--- src/rtl/ap_ctrl_driver_pkg.sv ---
// Shared types and defaults for the ap_ctrl_chain traffic driver.
package ap_ctrl_driver_pkg;

    localparam int unsigned CNT_W_DEF   = 32;
    localparam int unsigned MAX_OUT_DEF = 4;

    typedef enum logic [1:0] {
        S_IDLE,
        S_RUN,
        S_FIN
    } state_t;

endpackage

--- src/rtl/ap_ctrl_driver_if.sv ---
// ap_ctrl_chain handshake bundle between the driver (master) and the kernel under test (slave).
interface ap_ctrl_driver_if;

    logic dut_ap_start;
    logic dut_ap_continue;
    logic dut_ap_ready;
    logic dut_ap_done;

    modport master (
        output dut_ap_start,
        output dut_ap_continue,
        input  dut_ap_ready,
        input  dut_ap_done
    );

    modport slave (
        input  dut_ap_start,
        input  dut_ap_continue,
        output dut_ap_ready,
        output dut_ap_done
    );

endinterface

--- src/rtl/ap_ctrl_ts_fifo.sv ---
// Start-timestamp FIFO; each entry carries a sticky flag raised once its age reaches all-ones.
module ap_ctrl_ts_fifo #(
    parameter int unsigned DEPTH = 4,
    parameter int unsigned WIDTH = 32
) (
    input  logic             clk,
    input  logic             rst_n,
    input  logic [WIDTH-1:0] now,
    input  logic             push,
    input  logic             pop,
    output logic [WIDTH-1:0] head_ts,
    output logic             head_sat
);

    localparam int unsigned AW = (DEPTH > 1) ? $clog2(DEPTH) : 1;

    logic [WIDTH-1:0] ts_mem [DEPTH];
    logic [DEPTH-1:0] sat;
    logic [AW-1:0]    wr_ptr;
    logic [AW-1:0]    rd_ptr;

    function automatic logic [AW-1:0] ptr_inc(input logic [AW-1:0] p);
        return (p == AW'(DEPTH - 1)) ? '0 : p + 1'b1;
    endfunction

    always_ff @(posedge clk or negedge rst_n) begin
        if (!rst_n) begin
            wr_ptr <= '0;
            rd_ptr <= '0;
            sat    <= '0;
            for (int unsigned i = 0; i < DEPTH; i++) ts_mem[i] <= '0;
        end else begin
            // Age would wrap next cycle: remember that the latency is now saturated.
            for (int unsigned i = 0; i < DEPTH; i++) begin
                if (ts_mem[i] == now + WIDTH'(1)) sat[i] <= 1'b1;
            end
            if (push) begin
                ts_mem[wr_ptr] <= now;
                sat[wr_ptr]    <= 1'b0;
                wr_ptr         <= ptr_inc(wr_ptr);
            end
            if (pop) rd_ptr <= ptr_inc(rd_ptr);
        end
    end

    assign head_ts  = ts_mem[rd_ptr];
    assign head_sat = sat[rd_ptr];

endmodule

--- src/rtl/ap_ctrl_driver.sv ---
// Drives a run of ap_ctrl_chain transactions and tracks counts; statistics are built
// only when AP_CTRL_DRIVER_STATS_EN is defined (outputs tied to 0 otherwise).
module ap_ctrl_driver
    import ap_ctrl_driver_pkg::*;
#(
    parameter int unsigned CNT_W   = CNT_W_DEF,
    parameter int unsigned MAX_OUT = MAX_OUT_DEF
) (
    input  logic                  ap_clk,
    input  logic                  ap_rst_n,
    input  logic                  cfg_start,
    input  logic [CNT_W-1:0]      cfg_num_txn,
    input  logic [7:0]            cfg_cont_gap,
    ap_ctrl_driver_if.master      dut,
    output logic                  run_busy,
    output logic                  run_done,
    output logic [CNT_W-1:0]      started_cnt,
    output logic [CNT_W-1:0]      done_cnt,
    output logic [CNT_W-1:0]      last_latency,
    output logic [CNT_W-1:0]      max_latency,
    output logic [CNT_W-1:0]      last_interval,
    output logic                  err_unexp_done
);

    localparam int unsigned OW = $clog2(MAX_OUT + 1);

    state_t           state;
    logic [CNT_W-1:0] num_txn;
    logic [7:0]       cont_gap;
    logic [7:0]       gap_cnt;
    logic [OW-1:0]    outstanding;
    logic             start_r;
    logic             cont_r;

    logic             start_acc;
    logic             done_acc;
    logic             done_valid;
    logic             load;
    logic [CNT_W-1:0] started_nx;
    logic [CNT_W-1:0] done_nx;
    logic [OW-1:0]    out_nx;

    always_comb begin
        start_acc  = start_r & dut.dut_ap_ready;
        done_acc   = dut.dut_ap_done & cont_r;
        done_valid = done_acc & (outstanding != '0);
        load       = (state == S_IDLE) & cfg_start;
        started_nx = started_cnt + CNT_W'(start_acc);
        done_nx    = done_cnt + CNT_W'(done_valid);
        out_nx     = outstanding + OW'(start_acc) - OW'(done_valid);
    end

    always_ff @(posedge ap_clk or negedge ap_rst_n) begin
        if (!ap_rst_n) begin
            state          <= S_IDLE;
            num_txn        <= '0;
            cont_gap       <= '0;
            gap_cnt        <= '0;
            outstanding    <= '0;
            start_r        <= 1'b0;
            cont_r         <= 1'b1;
            started_cnt    <= '0;
            done_cnt       <= '0;
            run_done       <= 1'b0;
            err_unexp_done <= 1'b0;
        end else begin
            run_done <= 1'b0;
            if (done_acc && outstanding == '0) err_unexp_done <= 1'b1;

            case (state)
                S_IDLE: begin
                    if (load) begin
                        num_txn     <= cfg_num_txn;
                        cont_gap    <= cfg_cont_gap;
                        started_cnt <= '0;
                        done_cnt    <= '0;
                        outstanding <= '0;
                        gap_cnt     <= '0;
                        cont_r      <= 1'b1;
                        start_r     <= (cfg_num_txn != '0);
                        state       <= S_RUN;
                    end
                end
                S_RUN: begin
                    started_cnt <= started_nx;
                    done_cnt    <= done_nx;
                    outstanding <= out_nx;
                    if (done_nx == num_txn) begin
                        // The final done ends the run; continue stays high through FIN.
                        state    <= S_FIN;
                        run_done <= 1'b1;
                        start_r  <= 1'b0;
                        cont_r   <= 1'b1;
                        gap_cnt  <= '0;
                    end else begin
                        start_r <= (started_nx < num_txn) && (out_nx < OW'(MAX_OUT));
                        if (done_valid && cont_gap != '0) begin
                            cont_r  <= 1'b0;
                            gap_cnt <= cont_gap;
                        end else if (!cont_r) begin
                            if (gap_cnt == 8'd1) cont_r <= 1'b1;
                            gap_cnt <= gap_cnt - 8'd1;
                        end
                    end
                end
                S_FIN: begin
                    state <= S_IDLE;
                end
                default: begin
                    state <= S_IDLE;
                end
            endcase
        end
    end

    assign run_busy            = (state == S_RUN);
    assign dut.dut_ap_start    = start_r;
    assign dut.dut_ap_continue = cont_r;

`ifdef AP_CTRL_DRIVER_STATS_EN
    logic [CNT_W-1:0] cyc_cnt;
    logic [CNT_W-1:0] ivl_cnt;
    logic [CNT_W-1:0] head_ts;
    logic [CNT_W-1:0] lat_now;
    logic [CNT_W-1:0] last_lat_r;
    logic [CNT_W-1:0] max_lat_r;
    logic [CNT_W-1:0] last_ivl_r;
    logic             head_sat;
    logic             have_prev;

    ap_ctrl_ts_fifo #(
        .DEPTH (MAX_OUT),
        .WIDTH (CNT_W)
    ) u_ts_fifo (
        .clk      (ap_clk),
        .rst_n    (ap_rst_n),
        .now      (cyc_cnt),
        .push     (start_acc),
        .pop      (done_valid),
        .head_ts  (head_ts),
        .head_sat (head_sat)
    );

    always_comb lat_now = head_sat ? '1 : cyc_cnt - head_ts;

    always_ff @(posedge ap_clk or negedge ap_rst_n) begin
        if (!ap_rst_n) begin
            cyc_cnt    <= '0;
            ivl_cnt    <= '0;
            last_lat_r <= '0;
            max_lat_r  <= '0;
            last_ivl_r <= '0;
            have_prev  <= 1'b0;
        end else begin
            cyc_cnt <= cyc_cnt + CNT_W'(1);
            if (load) begin
                ivl_cnt    <= '0;
                last_lat_r <= '0;
                max_lat_r  <= '0;
                last_ivl_r <= '0;
                have_prev  <= 1'b0;
            end else begin
                // Saturating distance since the previous start acceptance.
                if (ivl_cnt != '1) ivl_cnt <= ivl_cnt + CNT_W'(1);
                if (start_acc) begin
                    if (have_prev) last_ivl_r <= ivl_cnt;
                    have_prev <= 1'b1;
                    ivl_cnt   <= CNT_W'(1);
                end
                if (done_valid) begin
                    last_lat_r <= lat_now;
                    if (lat_now > max_lat_r) max_lat_r <= lat_now;
                end
            end
        end
    end

    assign last_latency  = last_lat_r;
    assign max_latency   = max_lat_r;
    assign last_interval = last_ivl_r;
`else
    assign last_latency  = '0;
    assign max_latency   = '0;
    assign last_interval = '0;
`endif

endmodule

--- src/flat_wrapper.sv ---
// flat-port wrapper written by rule: the top's interface ports become plain ports
module ap_ctrl_driver_flat import ap_ctrl_driver_pkg::*;
#(
    parameter int unsigned CNT_W   = CNT_W_DEF,
    parameter int unsigned MAX_OUT = MAX_OUT_DEF
)
  (ap_clk, ap_rst_n, cfg_start, cfg_num_txn, cfg_cont_gap, run_busy, run_done, started_cnt, done_cnt, last_latency, max_latency, last_interval, err_unexp_done, dut_dut_ap_start, dut_dut_ap_continue, dut_dut_ap_ready, dut_dut_ap_done);
  ap_ctrl_driver_if dut_i ();
  input  logic ap_clk;
  input  logic ap_rst_n;
  input  logic cfg_start;
  input  logic [CNT_W-1:0] cfg_num_txn;
  input  logic [7:0] cfg_cont_gap;
  output logic run_busy;
  output logic run_done;
  output logic [CNT_W-1:0] started_cnt;
  output logic [CNT_W-1:0] done_cnt;
  output logic [CNT_W-1:0] last_latency;
  output logic [CNT_W-1:0] max_latency;
  output logic [CNT_W-1:0] last_interval;
  output logic err_unexp_done;
  output wire logic [$bits(dut_i.dut_ap_start)-1:0] dut_dut_ap_start;
  output wire logic [$bits(dut_i.dut_ap_continue)-1:0] dut_dut_ap_continue;
  input wire logic [$bits(dut_i.dut_ap_ready)-1:0] dut_dut_ap_ready;
  input wire logic [$bits(dut_i.dut_ap_done)-1:0] dut_dut_ap_done;
  assign dut_dut_ap_start = dut_i.dut_ap_start;
  assign dut_dut_ap_continue = dut_i.dut_ap_continue;
  assign dut_i.dut_ap_ready = dut_dut_ap_ready;
  assign dut_i.dut_ap_done = dut_dut_ap_done;
  ap_ctrl_driver #(.CNT_W(CNT_W), .MAX_OUT(MAX_OUT)) u_core (.ap_clk(ap_clk), .ap_rst_n(ap_rst_n), .cfg_start(cfg_start), .cfg_num_txn(cfg_num_txn), .cfg_cont_gap(cfg_cont_gap), .dut(dut_i), .run_busy(run_busy), .run_done(run_done), .started_cnt(started_cnt), .done_cnt(done_cnt), .last_latency(last_latency), .max_latency(max_latency), .last_interval(last_interval), .err_unexp_done(err_unexp_done));
endmodule
--- config.mk ---
export PLATFORM = sky130hd
export DESIGN_NAME = ap_ctrl_driver_flat
export DESIGN_NICKNAME = d
export VERILOG_FILES = /design/src/rtl/ap_ctrl_driver_pkg.sv /design/src/rtl/ap_ctrl_driver_if.sv /design/src/rtl/ap_ctrl_ts_fifo.sv /design/src/rtl/ap_ctrl_driver.sv /design/src/flat_wrapper.sv
export SDC_FILE = /design/constraint.sdc
export NUM_CORES = 1
export LEC_CHECK = 0
export ABC_AREA = 1
export CAP_MARGIN = 0
export CORE_MARGIN = 2
export CORE_UTILIZATION = 56
export CTS_CLUSTER_DIAMETER = 60
export DETAILED_ROUTE_END_ITERATION = 16
export PLACE_DENSITY_LB_ADDON = 0.25
export SETUP_SLACK_MARGIN = 0.02
export SLEW_MARGIN = 20
export SYNTH_ARGS = -nofsm -noshare
export SYNTH_HDL_FRONTEND = slang
export SYNTH_SLANG_ARGS = --single-unit
--- constraint.sdc ---
create_clock -name ap_clk -period 9.1 [get_ports ap_clk]
set_input_delay 0.91 -clock ap_clk [delete_from_list [all_inputs] [get_ports ap_clk]]
set_output_delay 0.91 -clock ap_clk [all_outputs]
set_load 0.05 [all_outputs]
# [After elaboration in Yosys (flattened, before gate mapping)]
# Cells that the tools add are included.
[totals] output_inout_bits=165 elab_cells=65 register_bits=121 inputBits=45
[classes] reduce_logical=13 n_mux=24 bitwise_logic=4 addsub=5 n_eq_ne=6 magnitude_cmp=2
[op_table] cell="case mux 32 bit (2 select lines)" count=2
[op_table] cell="adder 32 x 1 -> 32 bit" count=2
[op_table] cell="equality test 32 bit" count=1
[op_table] cell="< comparator 32 bit" count=1
[op_table] cell="2-to-1 mux 32 bit" count=1
[op_table] cell="2-to-1 mux 8 bit" count=4
[op_table] cell="nonzero test 32 bit" count=1
[op_table] cell="case mux 8 bit (2 select lines)" count=1
[op_table] cell="2-to-1 mux 1 bit" count=9
[op_table] cell="equality test 8 x 1 -> 1 bit (second input constant)" count=1
[op_table] cell="nonzero test 8 bit" count=1
[op_table] cell="subtractor 8 x 1 -> 8 bit (second input constant)" count=1
[op_table] cell="case mux 3 bit (2 select lines)" count=1
[op_table] cell="AND reduction 2 bit" count=3
[op_table] cell="AND 1 bit" count=4
[op_table] cell="2-to-1 mux 2 bit" count=2
[op_table] cell="inequality test 2 x 1 -> 1 bit (second input constant)" count=2
[op_table] cell="inequality test 4 bit (second input constant)" count=1
[op_table] cell="case mux 1 bit (2 select lines)" count=2
[op_table] cell="case mux 2 bit (2 select lines)" count=1
[op_table] cell="adder 3 x 1 -> 3 bit" count=1
[op_table] cell="logical AND 1 bit" count=3
[op_table] cell="logical NOT 3 bit" count=1
[op_table] cell="< comparator 3 bit (second input constant)" count=1
[op_table] cell="7 further kinds" count=7

# [Depth between registers and ports, before layout]
# Gate-level depths: netlist of run 1.
[depth] ltp_word=7 mapped_depth=28 depth_no_buf=28

# [Least setup slack after synthesis of run 1]
# OpenSTA, ideal clock, no wires.
[synth_path] kind="input to register" startpoint="input port dut_dut_ap_ready" endpoint="register u_core.start_r (netlist: u_core.dut.dut_ap_start)" stages=22 setup_ps=78 required_time_ps=9022 path_slack_ps=5337 arrival_ps=3685 cell_sequence="nand2_1 > inv_1 > ha_1 > nand2_1 > nor2_1 > nand3_1 > nor2_1 > nand3_1 > nor2_1 > nand4_1 > nor4_1 > nand3_1 > and2_1 > ha_1 > a21oi_1 > o21a_1 > o221ai_1 > a21oi_1 > nand2_1 > nor2_1 > nand3_1 > a21oi_1"
[synth_via] elab_chain_cells=7 word_cells_on_any_way=9 classes_between="3 x add/sub; 2 x order compare; 2 x mux; 1 x bitwise; 1 x reduce/logical"
[synth_lines] element="from (decl)" line_no="flat_wrapper.sv:24" text="input wire logic [$bits(dut_i.dut_ap_ready)-1:0] dut_dut_ap_ready;"
[synth_lines] element="AND 1 bit *" line_no="ap_ctrl_driver.sv:44" text="start_acc = start_r & dut.dut_ap_ready;"
[synth_lines] element="branches (longest 3 deep; another with adder 32 x 1 -> 32 bit)"
[synth_lines] element="logical AND 1 bit *" line_no="ap_ctrl_driver.sv:96" text="start_r <= (started_nx < num_txn) && (out_nx < OW'(MAX_OUT));"
[synth_lines] element="2-to-1 mux 1 bit *" line_no="ap_ctrl_driver.sv:88" text="if (done_nx == num_txn) begin"
[synth_lines] element="case mux 1 bit (2 select lines) *" line_no="ap_ctrl_driver.sv:70" text="case (state)"
[synth_lines] element="to (signal assigned)" line_no="ap_ctrl_driver.sv:80" text="start_r <= (cfg_num_txn != '0);"
[synth_lines] element="to (signal assigned)" line_no="ap_ctrl_driver.sv:96"
[synth_lines] element="to (decl)" line_no="ap_ctrl_driver.sv:32" text="logic start_r;"
# Every way passes the cells marked *.
# A chain may end at the register's enable or synchronous reset.

# [Worst setup path after layout of run 1]
# Same ends and word-level chain as after synthesis.

==> reports/results.txt, run 1 <==
Max FO, Critical Path - 4
RSZ-0062 raised after global routing - false
Register Area - 3030 um2
Fin crit period - 4.20 ns
Final HPWL from detailed placement - 18.2 mm
Post-route insts no fill - 1608
Hold Vio Cnt, Final - 0
Core ar. - 15800 um2
Peak VDD IR - 0.000226 V
Routability cong. - 0.922
Worst EP arrival - 4.55 ns
Largest net degree at the start of global routing - 74
Mapped cell area - 9060 um2
Post-synth EDFFs - 0
Seq/Total Area, Yosys - 0.334
Fin crit share - 0.461
Clock Tree Root - clkbuf_16
Die X - 131 um
Placement row count - 46
Die Area - 17200 um2
Vias - 8409
WL per Instance - 15.1 um
First-pass GRT wire length - 38.6 mm
Final nets - 1465
Inst Count DP - 1576
WS Path Type - input pin to flip-flop
Vias in the first global route - 7686
Slew Viols, Final - 0
Yosys reg bits - 121
Chip height - 131 um
Critical Path Source Type - input pin
Clock Path Buffers - 2
Fraction of layout cells with a size suffix above 1 - 0.0639
Setup repair bufs after CTS - 0
Initial drt markers - 622
Setup WS post-layout - 4.90 ns
Crit. End Element - flip-flop
Clock skew - 0.00735 ns
Hold Path Class - flip-flop to flip-flop
Layout fillers - 1386
TritonCTS clock tree - yes
Clk_lat worst skew - 0.43 ns
H-tree depth - 4
Crit-path cells - clkdlybuf4s50_1 -> nand2_1 -> inv_1 -> ha_1 -> nand2_1 -> nor2_1 -> nand3_1 -> nor2_1 -> nand3_1 -> nor2_1 -> nand4_1 -> nor4_1 -> nand3_1 -> and2_1 -> ha_1 -> a21oi_1 -> o21a_1 -> o221ai_1 -> a21oi_1 -> nand2_1 -> nor2_1 -> nand3_1 -> a21oi_1
Min Hold Slack - 0.481 ns
Max-capacitance violation count - 0
Vias per inst - 5.23
Leakage power - 0.00521 uW
Achievable frequency - 238 MHz
Antenna violations before repair - 0
Post-CTS resize count - 0
Critical path's slowest cell - clkdlybuf4s50_1
Hold-fix buffers, CTS - 0
TritonCTS buffer count - 17
Ys flop type - dfrtp_1
PwrDens - 329 nW/um2
Syn-to-layout area delta - 17.3%
Grt ovf - 0
Distinct cells, synth - 48
Setup TNS Final - 0 ns
Setup violations, final - 0
Gr usage total - 0.282
Synth Instances - 1266
Critical path's largest stage delay - 0.45 ns
Slew headroom - 0.344
First-pass DRT Iterations - 5
Synth Area per Inst - 7.16 um2
Port Buf Inserts - 113
Post-synth ARST share - 1.00
IO Count - 210
# DRC - 0
Multi-input logic area - 4940 um2
Status - complete, no violations
Clock sinks - 121
Inserted Diodes - 0
Ys Warns - 0
Tightest Pin Transition - 0.978 ns
Initial Util - 0.572
CP required - 9.45 ns
Total Power - 3500 uW
Total Routed Length - 24.3 mm
Worst Setup Slack post-DPL - 4.49 ns
Clock transition at the registers of the reported paths - 0.05 ns
DRT antenna net count - 0
## critical path, delay by kind of cell
| kind | cells | cell delay [ns] |
|---|---|---|
| AND/OR/NAND/NOR | 14 | 2.00 |
| AO/OA/AOI/OAI | 5 | 0.63 |
| buffers and inverters | 2 | 0.54 |
| adder cells (fa/ha/maj) | 2 | 0.46 |
## synth_stat cells (4+ instances only)
| master | n | area share |
|---|---|---|
| a21oi_1 | 20 | 0.011 |
| a22o_1 | 6 | 0.0058 |
| buf_4 | 96 | 0.080 |
| clkbuf_1 | 20 | 0.0083 |
| dfrtp_1 | 120 | 0.33 |
| ha_1 | 40 | 0.055 |
| inv_1 | 160 | 0.066 |
| nand2_1 | 334 | 0.14 |
| nand2_2 | 12 | 0.0083 |
| nand2_4 | 4 | 0.0050 |
| nand3_1 | 117 | 0.065 |
| nand4_1 | 23 | 0.016 |
| nor2_1 | 91 | 0.038 |
| nor2_2 | 7 | 0.0048 |
| nor2_4 | 8 | 0.0099 |
| nor3_1 | 10 | 0.0055 |
| nor4_1 | 17 | 0.012 |
| o21ai_0 | 83 | 0.046 |
| o22ai_1 | 26 | 0.018 |
| or2_2 | 6 | 0.0041 |
| xor2_1 | 21 | 0.020 |
## power by group
group / internal [uW] / switching, uW
Combinational: 605 / 1230
Sequential: 745 / 239
Clock: 429 / 250
Total: 1780 / 1720
## cell type report
type / instances / area share
Timing Repair Buffer: 120 / 0.111
Sequential cell: 121 / 0.285
Tap cell: 216 / 0.0254
Inverter: 165 / 0.0583
Multi-Input combinational cell: 954 / 0.465
Clock buffer: 24 / 0.0463
Clock inverter: 8 / 0.00871
## logic make-up (layout without fill, tap and decap cells)
family	after synthesis	count (layout)	share of synthesized area
AOI/OAI and AO/OA	143	143	0.0880
xor gates and xnor gates	26	26	0.0282
adders and majority gates	41	41	0.0575
buffers and inverters	286	317	0.160
DFF	121	121	0.334
muxes	2	2	0.00235
other	1	96	0.000414
and+or+nand+nor	646	646	0.329
## registers in the layout, summed over array words and instances, names as in the netlist
name	count
u_core.cont_gap	8
u_core.done_cnt	32
u_core.dut.dut_ap_continue	1
u_core.dut.dut_ap_start	1
u_core.err_unexp_done	1
u_core.gap_cnt	8
u_core.num_txn	32
u_core.outstanding	3
u_core.run_done	1
u_core.started_cnt	32
u_core.state	2
## worst paths after layout
path / start / endpoint / slack [ns] / cells past startpoint
worst min register to register: u_core.err_unexp_done$_DFFE_PN0P_ / u_core.err_unexp_done$_DFFE_PN0P_ / 0.48 / 1
worst min-delay path: u_core.err_unexp_done$_DFFE_PN0P_ / u_core.err_unexp_done$_DFFE_PN0P_ / 0.48 / 1
max in group asynchronous: ap_rst_n / u_core.started_cnt[27]$_DFFE_PN0P_ / 7.23 / 2
worst max register to register: u_core.dut.dut_ap_start$_DFFE_PN0P_ / u_core.dut.dut_ap_start$_DFFE_PN0P_ / 5.31 / 22
min in group asynchronous: ap_rst_n / u_core.done_cnt[12]$_DFFE_PN0P_ / 0.53 / 1
worst max-delay path: dut_dut_ap_ready / u_core.dut.dut_ap_start$_DFFE_PN0P_ / 4.90 / 23
## stage by stage
| stage | cell area, um2 | util |
|---|---|---|
| after floorplan | 9420 | - |
| after global placement | 10000 | 0.634 |
| after detailed placement | 10000 | 0.634 |
| after CTS | 10600 | 0.671 |
| after global routing | 10600 | 0.671 |
| final | 10600 | 0.671 |
## cells in the final DEF, fill, tap and decap left out, types with 17 or more instances in the layout
cell type,synthesis,routed
inv_1,160,159
o21ai_0,83,83
a21oi_1,20,20
dfrtp_1,120,120
o22ai_1,26,26
ha_1,40,40
nand3_1,117,117
nand4_1,23,23
nand2_1,334,334
conb_1,1,96
xor2_1,21,21
nor4_1,17,17
clkdlybuf4s50_1,0,112
clkbuf_16,0,17
nor2_1,91,90
## layer usage
layer | global-route usage | up-vias | part of all wire
met2 | 0.460 | 346 | 0.47
met1 | 0.371 | 3865 | 0.44
met5 | 0 | - | 0
li1 | - | 4148 | -
met3 | 0.0513 | 50 | 0.066
met4 | 0.119 | 0 | 0.031
Note: power is estimated with default switching activity, not from simulation.
==> run 2, diff against run 1 <==
- CORE_UTILIZATION: 56 -> 47
- clock period: 9.1 -> 3.7 ns (I/O delays scaled with it)
==> reports/results.txt, run 2 (same netlist as run 1, synthesis figures left out) <==
CP required - 3.99 ns
Gr usage total - 0.252
Critical path's most frequent cell - nand2_1
Min Hold Slack - 0.0379 ns
Net switching power - 4340 uW
DRT antenna net count - 0
Clk_lat worst skew - 0.42 ns
Clock sinks - 121
Antenna violations before repair - 0
Die Area - 20400 um2
Clock Tree Root - clkbuf_16
Multi-input logic area - 5080 um2
Vias per inst - 5.09
Achievable frequency - 282 MHz
TritonCTS clock tree - yes
Reg power frac - 0.277
Total Routed Length - 26.0 mm
Worst EP arrival - 3.84 ns
# DRC - 0
Fin crit period - 3.55 ns
Hold Vio Cnt, Final - 0
First-pass DRT Iterations - 5
First-pass GRT wire length - 39.8 mm
WL per Instance - 15.4 um
Critical path's largest stage delay - 0.43 ns
Register-to-register path setup slack - 0.15 ns
Switching portion of total power - 0.492
Setup WS post-layout - 0.150 ns
Clock Path Buffers - 2
Critical path buffers and inverters - 5
Final design utilization - 0.591
Clock skew - 0.0107 ns
Vias in the first global route - 7800
Chip height - 143 um
Inserted Diodes - 0
PwrDens - 791 nW/um2
Crit path max-delay family - simple AND/OR/NAND/NOR gates
Worst r2r src - u_core.dut.dut_ap_start$_DFFE_PN0P_
Die X - 143 um
Placed Area - 10400 um2
Largest net degree at the start of global routing - 65
Internal power - 4470 uW
Register Area - 3030 um2
Routability cong. - 0.887
Crit. End Element - flip-flop
Leakage power - 0.00539 uW
Most frequent cells in the layout - nand2_1 (330), inv_1 (157), dfrtp_1 (119)
Clock power share - 0.187
Worst r2r dst - u_core.dut.dut_ap_start$_DFFE_PN0P_
Vias - 8596
Critical Path Source Type - flip-flop
Placement row count - 50
Most common cell after layout, fill and taps aside - nand2_1
Worst Setup Slack post-DPL - -0.195 ns
Core ar. - 18800 um2
Clock transition at the registers of the reported paths - 0.06 ns
Max FO, Critical Path - 3
Syn-to-layout area delta - 22.9%
Layout fillers - 1732
H-tree depth - 4
Initial drt markers - 719
Port Buf Inserts - 113
Peak VDD IR - 0.000488 V
Setup TNS Final - 0 ns
Fin crit share - 0.959
Worst r2r path cells - 26
Slew Viols, Final - 0
Tightest Pin Transition - 0.814 ns
Initial Util - 0.481
Hold Path Class - input pin to asynchronous set/reset pin
Status - complete, no violations
Largest regs - u_core.done_cnt (32), u_core.num_txn (32), u_core.started_cnt (32)
Gate power share - 0.535
Max-capacitance violation count - 0
Critical path's slowest cell - dfrtp_2
Setup violations, final - 0
Final nets - 1502
WS Path Type - flip-flop to flip-flop
Post-route cell area - 11100 um2
Slew headroom - 0.458
TritonCTS buffer count - 17
IO Count - 210
Fraction of layout cells with a size suffix above 1 - 0.108
Final HPWL from detailed placement - 19.5 mm
Grt ovf - 0
==> run 2: cell count changes in the layout (fill, tap and decap cells not counted), moves of 4 or more <==
cell     change
buf_12       +4
buf_4       +34
ha_1         -4
ha_4         +4
nand2_1      -4
nand2_2      +4
nor2_1       -7
nor2_2       +5
==> run 2: area by class of cell <==
class,count,share of cell area
inverters,165,0.0556
clock buffers,23,0.0429
clock inverters,8,0.00854
repair buffers,157,0.135
multi-input cells,954,0.456
well taps,260,0.0292
flip-flops and latches,121,0.272
==> run 2: how the worst max path moves through the flow <==
stage                                   startpoint                                   to  slack [ns]  depth (start not counted)
4_1_cts        u_core.dut.dut_ap_start$_DFFE_PN0P_  u_core.dut.dut_ap_start$_DFFE_PN0P_        0.13                         23
5_1_grt        u_core.dut.dut_ap_start$_DFFE_PN0P_  u_core.dut.dut_ap_start$_DFFE_PN0P_       -0.14                         24
3_3_place_gp                      dut_dut_ap_ready  u_core.dut.dut_ap_start$_DFFE_PN0P_       -0.14                         24
6_report       u_core.dut.dut_ap_start$_DFFE_PN0P_  u_core.dut.dut_ap_start$_DFFE_PN0P_        0.15                         26
3_5_place_dp                      dut_dut_ap_ready  u_core.dut.dut_ap_start$_DFFE_PN0P_       -0.19                         24
2_1_floorplan  u_core.dut.dut_ap_start$_DFFE_PN0P_  u_core.dut.dut_ap_start$_DFFE_PN0P_        0.17                         22
==> run 2: repair_timing <==
item,in CTS,in global routing
hold buffers,0,0
buffers inserted,0,4
resized for setup,0,32
setup endpoints to repair,0,1
==> run 2: per-stage QoR <==
stage / total power [uW] / cells
floorplan: 5600 / 1361
global placement: 6940 / 1653
detailed placement: 7020 / 1653
CTS: 8690 / 1684
global route: 9380 / 1688
finish: 8810 / 1688
==> run 2: metal layers <==
metal  routed length (um)  share of wire  vias to the layer above  global-route usage
met4                  755          0.029                        0              0.0954
met2                12100           0.46                      355               0.402
met5                    0              0                        -                   0
met1                11500           0.44                     3968               0.342
met3                 1670          0.064                       55              0.0463
li1                     -              -                     4218                   -
==> run 2: power groups by stage <==
| stage | Combinational (uW) | Sequential, uW | Clock [uW] |
|---|---|---|---|
| after floorplan | 2330 | 3270 | 0 |
| after global placement | 4510 | 2430 | 0 |
| after detailed placement | 4590 | 2430 | 0 |
| after CTS | 4620 | 2420 | 1650 |
| after global routing | 5160 | 2510 | 1710 |
| final | 4720 | 2440 | 1650 |
